===== src/rtl/xor_exerciser_pkg.sv =====
// Shared types for the XOR gate exerciser: sweep FSM state encoding and parameter defaults.
// Latency: not applicable (types and constants only).
// Backpressure: not applicable.
package xor_exerciser_pkg;

  // Sweep controller states.
  typedef enum logic [1:0] {
    IDLE  = 2'd0,
    DRIVE = 2'd1,
    CHECK = 2'd2,
    DONE  = 2'd3
  } state_e;

  // Default error counter width.
  localparam int ERR_W_DEFAULT       = 8;
  // Default number of gate inputs swept.
  localparam int N_IN_DEFAULT        = 2;
  // Default cycles each vector is held before the response is sampled.
  localparam int HOLD_CYCLES_DEFAULT = 10;

endpackage


===== src/rtl/exerciser_hold_timer.sv =====
// Hold timer: counts cycles a stimulus vector has been applied; flags HOLD_CYCLES-1 as terminal count.
// Latency: tc reflects the registered count (same cycle as the count value).
// Backpressure: none; clr wins over inc, count holds when neither is asserted.
//
// Ports:
//   clk, rst_n : clock and asynchronous active-low reset
//   clr        : synchronous clear of the count to zero
//   inc        : advance the count by one
//   tc         : high while the count equals HOLD_CYCLES-1
module exerciser_hold_timer
  import xor_exerciser_pkg::*;
#(
  parameter int HOLD_CYCLES = HOLD_CYCLES_DEFAULT
) (
  input  logic clk,
  input  logic rst_n,
  input  logic clr,
  input  logic inc,
  output logic tc
);

  // HOLD_CYCLES >= 2, so the count width is always at least one bit.
  localparam int            CW      = $clog2(HOLD_CYCLES);
  localparam logic [CW-1:0] TC_VAL  = CW'(HOLD_CYCLES - 1);
  localparam logic [CW-1:0] CNT_ONE = CW'(1);

  logic [CW-1:0] cnt_q;
  logic [CW-1:0] cnt_d;

  always_comb begin
    cnt_d = cnt_q;
    if (clr) begin
      cnt_d = '0;
    end else if (inc) begin
      cnt_d = cnt_q + CNT_ONE;
    end
  end

  always_ff @(posedge clk or negedge rst_n) begin
    if (!rst_n) begin
      cnt_q <= '0;
    end else begin
      cnt_q <= cnt_d;
    end
  end

  assign tc = (cnt_q == TC_VAL);

endmodule


===== src/rtl/xor_gate_exerciser.sv =====
// XOR gate exerciser: sweeps all N_IN-bit vectors in binary order, holds each, checks the
// gate response against parity and reports pass/fail, error count and first failing vector.
// Latency: done pulses 2^N_IN*(HOLD_CYCLES+1)+1 cycles after start is accepted; start is
// ignored while a sweep is running (only sampled in IDLE).
//
// Ports:
//   clk, rst_n   : clock and asynchronous active-low reset
//   start        : begin a sweep (pulse or level, sampled only in IDLE)
//   stim         : vector driven to the gate inputs (bit 0 = a, bit 1 = b)
//   resp         : gate output, may be combinational from stim
//   busy         : sweep in progress
//   done         : one-cycle pulse at the end of a sweep
//   pass         : zero mismatches in the last sweep (valid with sweep_valid)
//   sweep_valid  : result outputs hold a completed sweep
//   err_count    : mismatching vectors, saturating at all-ones
//   fail_vec     : first mismatching vector, zero if none
//
// Build option: defining XOR_EXERCISER_STOP_ON_FAIL_EN ends the sweep at the first
// mismatching vector and leaves stim on that vector.
module xor_gate_exerciser
  import xor_exerciser_pkg::*;
#(
  parameter int N_IN        = N_IN_DEFAULT,
  parameter int HOLD_CYCLES = HOLD_CYCLES_DEFAULT,
  parameter int ERR_W       = ERR_W_DEFAULT
) (
  input  logic             clk,
  input  logic             rst_n,
  input  logic             start,
  output logic [N_IN-1:0]  stim,
  input  logic             resp,
  output logic             busy,
  output logic             done,
  output logic             pass,
  output logic             sweep_valid,
  output logic [ERR_W-1:0] err_count,
  output logic [N_IN-1:0]  fail_vec
);

  localparam logic [N_IN-1:0]  STIM_ONE = N_IN'(1);
  localparam logic [ERR_W-1:0] ERR_ONE  = ERR_W'(1);

  state_e           state_q;
  state_e           state_d;
  logic [N_IN-1:0]  stim_q;
  logic [N_IN-1:0]  stim_d;
  logic [N_IN-1:0]  fail_vec_q;
  logic [N_IN-1:0]  fail_vec_d;
  logic [ERR_W-1:0] err_count_q;
  logic [ERR_W-1:0] err_count_d;
  logic             resp_q;
  logic             resp_d;
  logic             busy_q;
  logic             busy_d;
  logic             done_q;
  logic             done_d;
  logic             pass_q;
  logic             pass_d;
  logic             sweep_valid_q;
  logic             sweep_valid_d;

  logic             tmr_clr;
  logic             tmr_inc;
  logic             tmr_tc;

  logic             expected;
  logic             mismatch;
  logic             last_vec;
  logic             end_sweep;

  exerciser_hold_timer #(
    .HOLD_CYCLES (HOLD_CYCLES)
  ) u_hold_timer (
    .clk   (clk),
    .rst_n (rst_n),
    .clr   (tmr_clr),
    .inc   (tmr_inc),
    .tc    (tmr_tc)
  );

  // A correct XOR gate outputs the parity of its inputs.
  assign expected = ^stim_q;
  assign mismatch = (resp_q != expected);
  assign last_vec = (stim_q == '1);

`ifdef XOR_EXERCISER_STOP_ON_FAIL_EN
  // Any mismatch seen in CHECK is the first one, since the sweep stops there.
  assign end_sweep = last_vec || mismatch;
`else
  assign end_sweep = last_vec;
`endif

  always_comb begin
    state_d       = state_q;
    stim_d        = stim_q;
    fail_vec_d    = fail_vec_q;
    err_count_d   = err_count_q;
    resp_d        = resp_q;
    busy_d        = busy_q;
    done_d        = 1'b0;
    pass_d        = pass_q;
    sweep_valid_d = sweep_valid_q;
    tmr_clr       = 1'b0;
    tmr_inc       = 1'b0;

    unique case (state_q)
      IDLE: begin
        if (start) begin
          state_d       = DRIVE;
          stim_d        = '0;
          err_count_d   = '0;
          fail_vec_d    = '0;
          sweep_valid_d = 1'b0;
          busy_d        = 1'b1;
          tmr_clr       = 1'b1;
        end
      end

      DRIVE: begin
        // The gate has had HOLD_CYCLES-1 full cycles to settle when tc is reached.
        if (tmr_tc) begin
          resp_d  = resp;
          state_d = CHECK;
        end else begin
          tmr_inc = 1'b1;
        end
      end

      CHECK: begin
        if (mismatch) begin
          if (err_count_q != '1) begin
            err_count_d = err_count_q + ERR_ONE;
          end
          // A zero count means nothing has failed yet in this sweep.
          if (err_count_q == '0) begin
            fail_vec_d = stim_q;
          end
        end
        if (end_sweep) begin
          state_d = DONE;
        end else begin
          stim_d  = stim_q + STIM_ONE;
          tmr_clr = 1'b1;
          state_d = DRIVE;
        end
      end

      DONE: begin
        // err_count_q already includes the final vector's CHECK update.
        done_d        = 1'b1;
        busy_d        = 1'b0;
        sweep_valid_d = 1'b1;
        pass_d        = (err_count_q == '0);
        state_d       = IDLE;
      end

      default: begin
        state_d = IDLE;
      end
    endcase
  end

  always_ff @(posedge clk or negedge rst_n) begin
    if (!rst_n) begin
      state_q       <= IDLE;
      stim_q        <= '0;
      fail_vec_q    <= '0;
      err_count_q   <= '0;
      resp_q        <= 1'b0;
      busy_q        <= 1'b0;
      done_q        <= 1'b0;
      pass_q        <= 1'b0;
      sweep_valid_q <= 1'b0;
    end else begin
      state_q       <= state_d;
      stim_q        <= stim_d;
      fail_vec_q    <= fail_vec_d;
      err_count_q   <= err_count_d;
      resp_q        <= resp_d;
      busy_q        <= busy_d;
      done_q        <= done_d;
      pass_q        <= pass_d;
      sweep_valid_q <= sweep_valid_d;
    end
  end

  assign stim        = stim_q;
  assign busy        = busy_q;
  assign done        = done_q;
  assign pass        = pass_q;
  assign sweep_valid = sweep_valid_q;
  assign err_count   = err_count_q;
  assign fail_vec    = fail_vec_q;

endmodule


===== config.mk =====
export PLATFORM = sky130hd
export DESIGN_NAME = xor_gate_exerciser
export DESIGN_NICKNAME = d
export VERILOG_FILES = /design/src/rtl/xor_exerciser_pkg.sv /design/src/rtl/exerciser_hold_timer.sv /design/src/rtl/xor_gate_exerciser.sv
export SDC_FILE = /design/constraint.sdc
export NUM_CORES = 1
export LEC_CHECK = 0
export ABC_AREA = 1
export ABC_CLOCK_PERIOD_IN_PS = 2800
export CAP_MARGIN = 20
export CORE_MARGIN = 2
export CORE_UTILIZATION = 32
export CTS_BUF_LIST = sky130_fd_sc_hd__clkbuf_4
export CTS_CLUSTER_DIAMETER = 80
export DETAILED_ROUTE_END_ITERATION = 8
export HOLD_SLACK_MARGIN = 0.06
export SLEW_MARGIN = 20
export SYNTH_ARGS = -nofsm -noshare
export SYNTH_HDL_FRONTEND = slang
export SYNTH_SLANG_ARGS = --single-unit

===== constraint.sdc =====
create_clock -name clk -period 2.8 [get_ports clk]
set_clock_uncertainty 0.05 [all_clocks]
set_input_delay 0.84 -clock clk [delete_from_list [all_inputs] [get_ports clk]]
set_output_delay 0.84 -clock clk [all_outputs]
set_load 0.03 [all_outputs]

# Yosys cells after proc, flatten, opt, wreduce, memory -nomap -nowiden
# Index checks and enable logic that the tools add are counted.
dict set report totals {
  register_bits 23
  in_bits 4
  output_inout_bits 16
  word_cells 64
}
dict set report classes {
  n_addsub 3
  eq_ne 13
  n_mux 26
  reduce_logical 12
}
# op n
set op_table {}
lappend op_table {{$mux 8} 3}
lappend op_table {{$pmux 8 s2} 1}
lappend op_table {{$mux 2} 7}
lappend op_table {{$ne 2x2->1 const B} 6}
lappend op_table {{$add 8x1->8 const B} 1}
lappend op_table {{$logic_not 8->1} 1}
lappend op_table {{$mux 4} 2}
lappend op_table {{$ne 8x8->1 const B} 1}
lappend op_table {{$pmux 2 s2} 2}
lappend op_table {{$pmux 2 s4} 1}
lappend op_table {{$reduce_and 4->1} 2}
lappend op_table {{$mux 1} 7}
lappend op_table {{$eq 2x2->1 const B} 3}
lappend op_table {{$pmux 1 s2} 3}
lappend op_table {{$reduce_and 2->1} 3}
lappend op_table {{$reduce_bool 2->1} 3}
lappend op_table {{$add 4x1->4 const B} 1}
lappend op_table {{$eq 4x4->1 const B} 1}
lappend op_table {{$reduce_and 3->1} 1}
lappend op_table {{$add 2x1->2 const B} 1}
lappend op_table {{$eq 2x1->1 const B} 1}
lappend op_table {{$logic_not 2->1} 1}
lappend op_table {{$reduce_xor 2->1} 1}
lappend op_table {{$ne 1x1->1} 1}

# Logic depth before layout (Yosys ltp)
# Gate-level depths: netlist of the first run.
dict set report logic_depth {
  ltp_word 5
  ltp_mapped 10
  depth_no_buf 9
}

# Hierarchy
# From an unflattened synthesis of the first run, not the netlist that was laid out.
dict set report unflattened {
  cells_unflattened 152
  area_unflattened_um2 1260.0
}
# module instances cells_each area_each_um2 seq_area_each_um2
set by_module_without_submodules {}
lappend by_module_without_submodules {xor_gate_exerciser 1 125 1034.7 475.5}
lappend by_module_without_submodules {exerciser_hold_timer 1 27 225.2 100.1}

# Worst setup path after synthesis of the first run
# OpenSTA, ideal clock, no wires.
dict set report synth_path {
  kind {register to register}
  start {register stim_q[0] (netlist: stim[0])}
  end {register err_count_q[0] (netlist: err_count[0])}
  setup_ps 141
  arrival_time_ps 1467
  required_ps 2609
  slack_ps 1143
  stages_incl_launch_ff 11
  synth_period_minus_slack_ps 1657
  cell_sequence {dfrtp_1 -> ha_1 -> inv_1 -> nand2_1 -> nand2_1 -> nand2_1 -> nand2_2 -> nand2_2 -> buf_6 -> nand2_1 -> o21ai_0}
}
dict set report synth_between {
  elab_chain_len 4
}
# element line_no
set synth_lines {}
lappend synth_lines {{from (decl)} xor_gate_exerciser.sv:45} ;# logic [N_IN-1:0] stim_q;
lappend synth_lines {{from (signal assigned)} xor_gate_exerciser.sv:176} ;# stim_q <= stim_d;
lappend synth_lines {{$reduce_xor 2->1} xor_gate_exerciser.sv:82} ;# assign expected = ^stim_q;
lappend synth_lines {{$ne 1x1->1} xor_gate_exerciser.sv:83} ;# assign mismatch = (resp_q != expected);
lappend synth_lines {{$ne 2x2->1 (no line)} --}
lappend synth_lines {{$reduce_and 4->1 (no line)} --}
lappend synth_lines {{to (signal assigned)} xor_gate_exerciser.sv:178} ;# err_count_q <= err_count_d;
lappend synth_lines {{to (decl)} xor_gate_exerciser.sv:49} ;# logic [ERR_W-1:0] err_count_q;
# Every way passes these cells.
# A chain may end at the register's enable or synchronous reset.

# Final worst setup path of the first run
dict set report layout_path {
  start {register err_count_q[3] (netlist: err_count[3])}
  end {output port err_count[3]}
}
# element line_no
set layout_lines {}
lappend layout_lines {{to (decl)} xor_gate_exerciser.sv:36} ;# output logic [ERR_W-1:0] err_count,
# No word-level cell between the ends.

==> results.yml, run 1 <==
synthesis:
  synth_seq_cells: 23
  synth_cells: 158
  synth.cell_area_um2: 1240
  synth_top_family_by_area: "simple AND/OR/NAND/NOR gates"
  synthXorXnorAreaFrac: 0.0141
  synth_fa_ha_area_frac: 0.0505
  syn_nets: 167
  synth_seq_area_share: 0.464
  synth.distinct_cells: 22
  synth_compound_area_frac: 0.0878
  yosysWarnings: 0
  syn_area_per_cell_um2: 7.85
  synth_mux_area_frac: 0.00807
  yosys.area_share.simple: 0.305
timing:
  max_slew_margin: 0.766
  setup_tns_ns: 0
  fin_crit_ns: 2.44
  setup_slack_ns: 0.358
  fin_crit_sh: 0.872
  worst_pin_slew_ns: 0.350
  slew_viol_final: 0
  hold_violations: 0
  rsz0062_at_grt: "false"
  max_freq_ghz: 0.410
  finalSetupViolCount: 0
final_layout:
  fin_cells: 229
  regArea_um2: 576
  num-nets-final: 191
  drive_gt1_frac: 0.0718
  fillers: 401
  syn_to_final_growth_pct: 22.1
  multi_input_area_um2: 577
  fin_area_um2: 1510
  num_antenna_cells: 0
clock_network:
  path_clk_slew_ns: 0.13
  clk_path_buf_depth: 2
  numCtsBuffers: 3
  cts-htree-levels: 1
  ctsResizeCount: 0
  cts_root_buf: "clkbuf_4"
  cts.sinks: 23
  cts_tree: "yes"
  worstSkewPairLatency_ns: 0.32
  cts_setup_buffers: 0
  cts_hold_buf: 0
grt:
  grt_max_degree: 24
  globalRouteOverflowTotal: 0
  antenna_found_initial: 0
  grt_pass1_wl_mm: 4.45
  grt_pass1_vias: 1002
  grt_use_total: 0.133
power:
  p_leak_uw: 0.000702
  peakVddDrop_uv: 335
  power_density_nw_per_um2: 660
place:
  place_congestion: 0.814
  dp.cells: 225
  detailed_place.area_um2: 1490
  pre_cts_slack_ns: 0.533
  hpwl_mm: 1.93
  port_buffers: 19
route:
  wl_per_cell_um: 11.4
  ant_nets: 0
  drt_first_pass_iters: 4
  first_iter_violations: 34
  drt-vias-per-instance: 4.72
  drcViolationCount: 0
  num_vias: 1082
  drt-total-wl_mm: 2.60
worst_setup_path:
  cp_top_family: "buffers and inverters"
  arrival_ns: 1.55
  crit_required_ns: 1.91
  r2r_slack_ns: 1.15
  slowest_delay_ns: 0.72
  cp_slowest_cell: "clkdlybuf4s50_1"
  crit_type: "flop to output port"
  critPathCaptureType: "output port"
  crit_buf_inv: 1
  crit_fanout: 7
  start_kind: "flop"
  crit_chain: "clkdlybuf4s50_1"
floorplan:
  ios: 20
  core_area_um2: 3690
  fp.dieH_um: 66.2
  die_x_um: 66.2
  die-area_um2: 4390
  start_util: 0.336
  fp-row-count: 22
run:
  cap_violations: 0
min_path:
  hp-class: "flop to flop"
run_status:
  status: "finished clean"
## cell usage in the layout, fill, tap and decap left out, types with 2 or more instances in the layout
cell	count
nand3_1	12
o21ai_1	4
xor2_1	2
o21ai_0	10
dfrtp_1	23
nor2_1	15
a21oi_1	2
ha_1	5
clkbuf_4	3
clkdlybuf4s50_1	19
nand2_2	3
inv_1	17
o21bai_1	2
nand4_1	3
nand2_1	51
## where the power goes
group          total (uW)  internal, uW  leakage (uW)  switching, uW
Sequential            468           405      0.000301           63.2
Combinational         370           140      0.000383            229
Clock                 160          53.5     0.0000177            107
Total                 999           599      0.000702            400
## synth_stat cells
| library cell | count | area (um^2) |
|---|---|---|
| dfrtp_1 | 23 | 576 |
| nand3_2 | 1 | 10.0 |
| xor2_1 | 2 | 17.5 |
| ha_1 | 5 | 62.6 |
| o21a_1 | 1 | 7.51 |
| o22ai_1 | 1 | 6.26 |
| buf_6 | 1 | 11.3 |
| nand2_1 | 51 | 191 |
| nand4_1 | 3 | 18.8 |
| clkinv_4 | 1 | 8.76 |
| inv_2 | 1 | 3.75 |
| nor2_4 | 1 | 11.3 |
| mux2i_1 | 1 | 10.0 |
| a21oi_1 | 2 | 10.0 |
| nand2_2 | 3 | 18.8 |
| o21bai_1 | 2 | 15.0 |
| o21ai_0 | 10 | 50.1 |
| nand2_4 | 1 | 11.3 |
| nand3_1 | 12 | 60.1 |
| nor2_1 | 15 | 56.3 |
| o21ai_1 | 4 | 20.0 |
| inv_1 | 17 | 63.8 |
## worst paths after layout
| check | endpoint | cells past startpoint | startpoint |
|---|---|---|---|
| min in group asynchronous | u_hold_timer.cnt_q[1] | 2 | rst_n |
| setup / recovery | err_count[3] | 1 | err_count[3] |
| hold / removal | pass | 2 | pass |
| hold reg to reg | pass | 2 | pass |
| setup reg to reg | err_count[1] | 8 | stim[0] |
| max in group asynchronous | stim[0] | 2 | rst_n |
## per-stage QoR
stage	util	total power [uW]	hold slack (ns)
final	0.410	999	0.443
after global routing	0.410	1090	0.490
after CTS	0.410	1010	0.451
after detailed placement	0.403	848	0.416
after global placement	0.403	831	0.416
after floorplan	-	723	0.437
## cells by family (layout without fill, tap and decap cells)
| kind of cell | after synthesis | in the layout |
|---|---|---|
| and+or+nand+nor | 87 | 87 |
| DFF | 23 | 23 |
| AOI/OAI and AO/OA | 20 | 20 |
| buffers and inverters | 20 | 43 |
| adders and majority gates | 5 | 5 |
| xor gates and xnor gates | 2 | 2 |
| muxes | 1 | 1 |
## per-layer routing
metal	track usage	wire, um
met1	0.181	1300
met2	0.209	1190
met3	0.0204	57
met4	0.0587	54
met5	0	0
## state kept, by name (all words and copies together), names as in the netlist
name	flops
busy	1
done	1
err_count	8
fail_vec	2
pass	1
resp_q	1
state_q	2
stim	2
sweep_valid	1
u_hold_timer.cnt_q	4
## worst reg2reg max path: stages (launching register included)
cell     delay, ns
dfrtp_1       0.45
ha_1          0.32
inv_1         0.09
nand2_1       0.06
nand2_1       0.08
nand2_1       0.06
nand2_2       0.09
nand2_2       0.16
o21ai_0       0.21
## cell type report
cell class	instances	share of cell area
well taps	48	0.0397
multi-input cells	115	0.381
clock inverters	1	0.00331
repair buffers	20	0.131
inverters	19	0.0504
clock buffers	3	0.0149
flip-flops and latches	23	0.380
Power figures use the tool's default switching activity.
==> run 2, diff against run 1 <==
- CTS_CLUSTER_DIAMETER: 80 -> 40
==> results of run 2 <==
Final layout, timing and power as in run 1 (identical DEF).
==> run 3, diff against run 2 <==
- SETUP_SLACK_MARGIN: not set -> 0.15
- SLEW_MARGIN: 20 -> not set
==> results of run 3 <==
Final layout, timing and power as in run 1 (identical DEF).
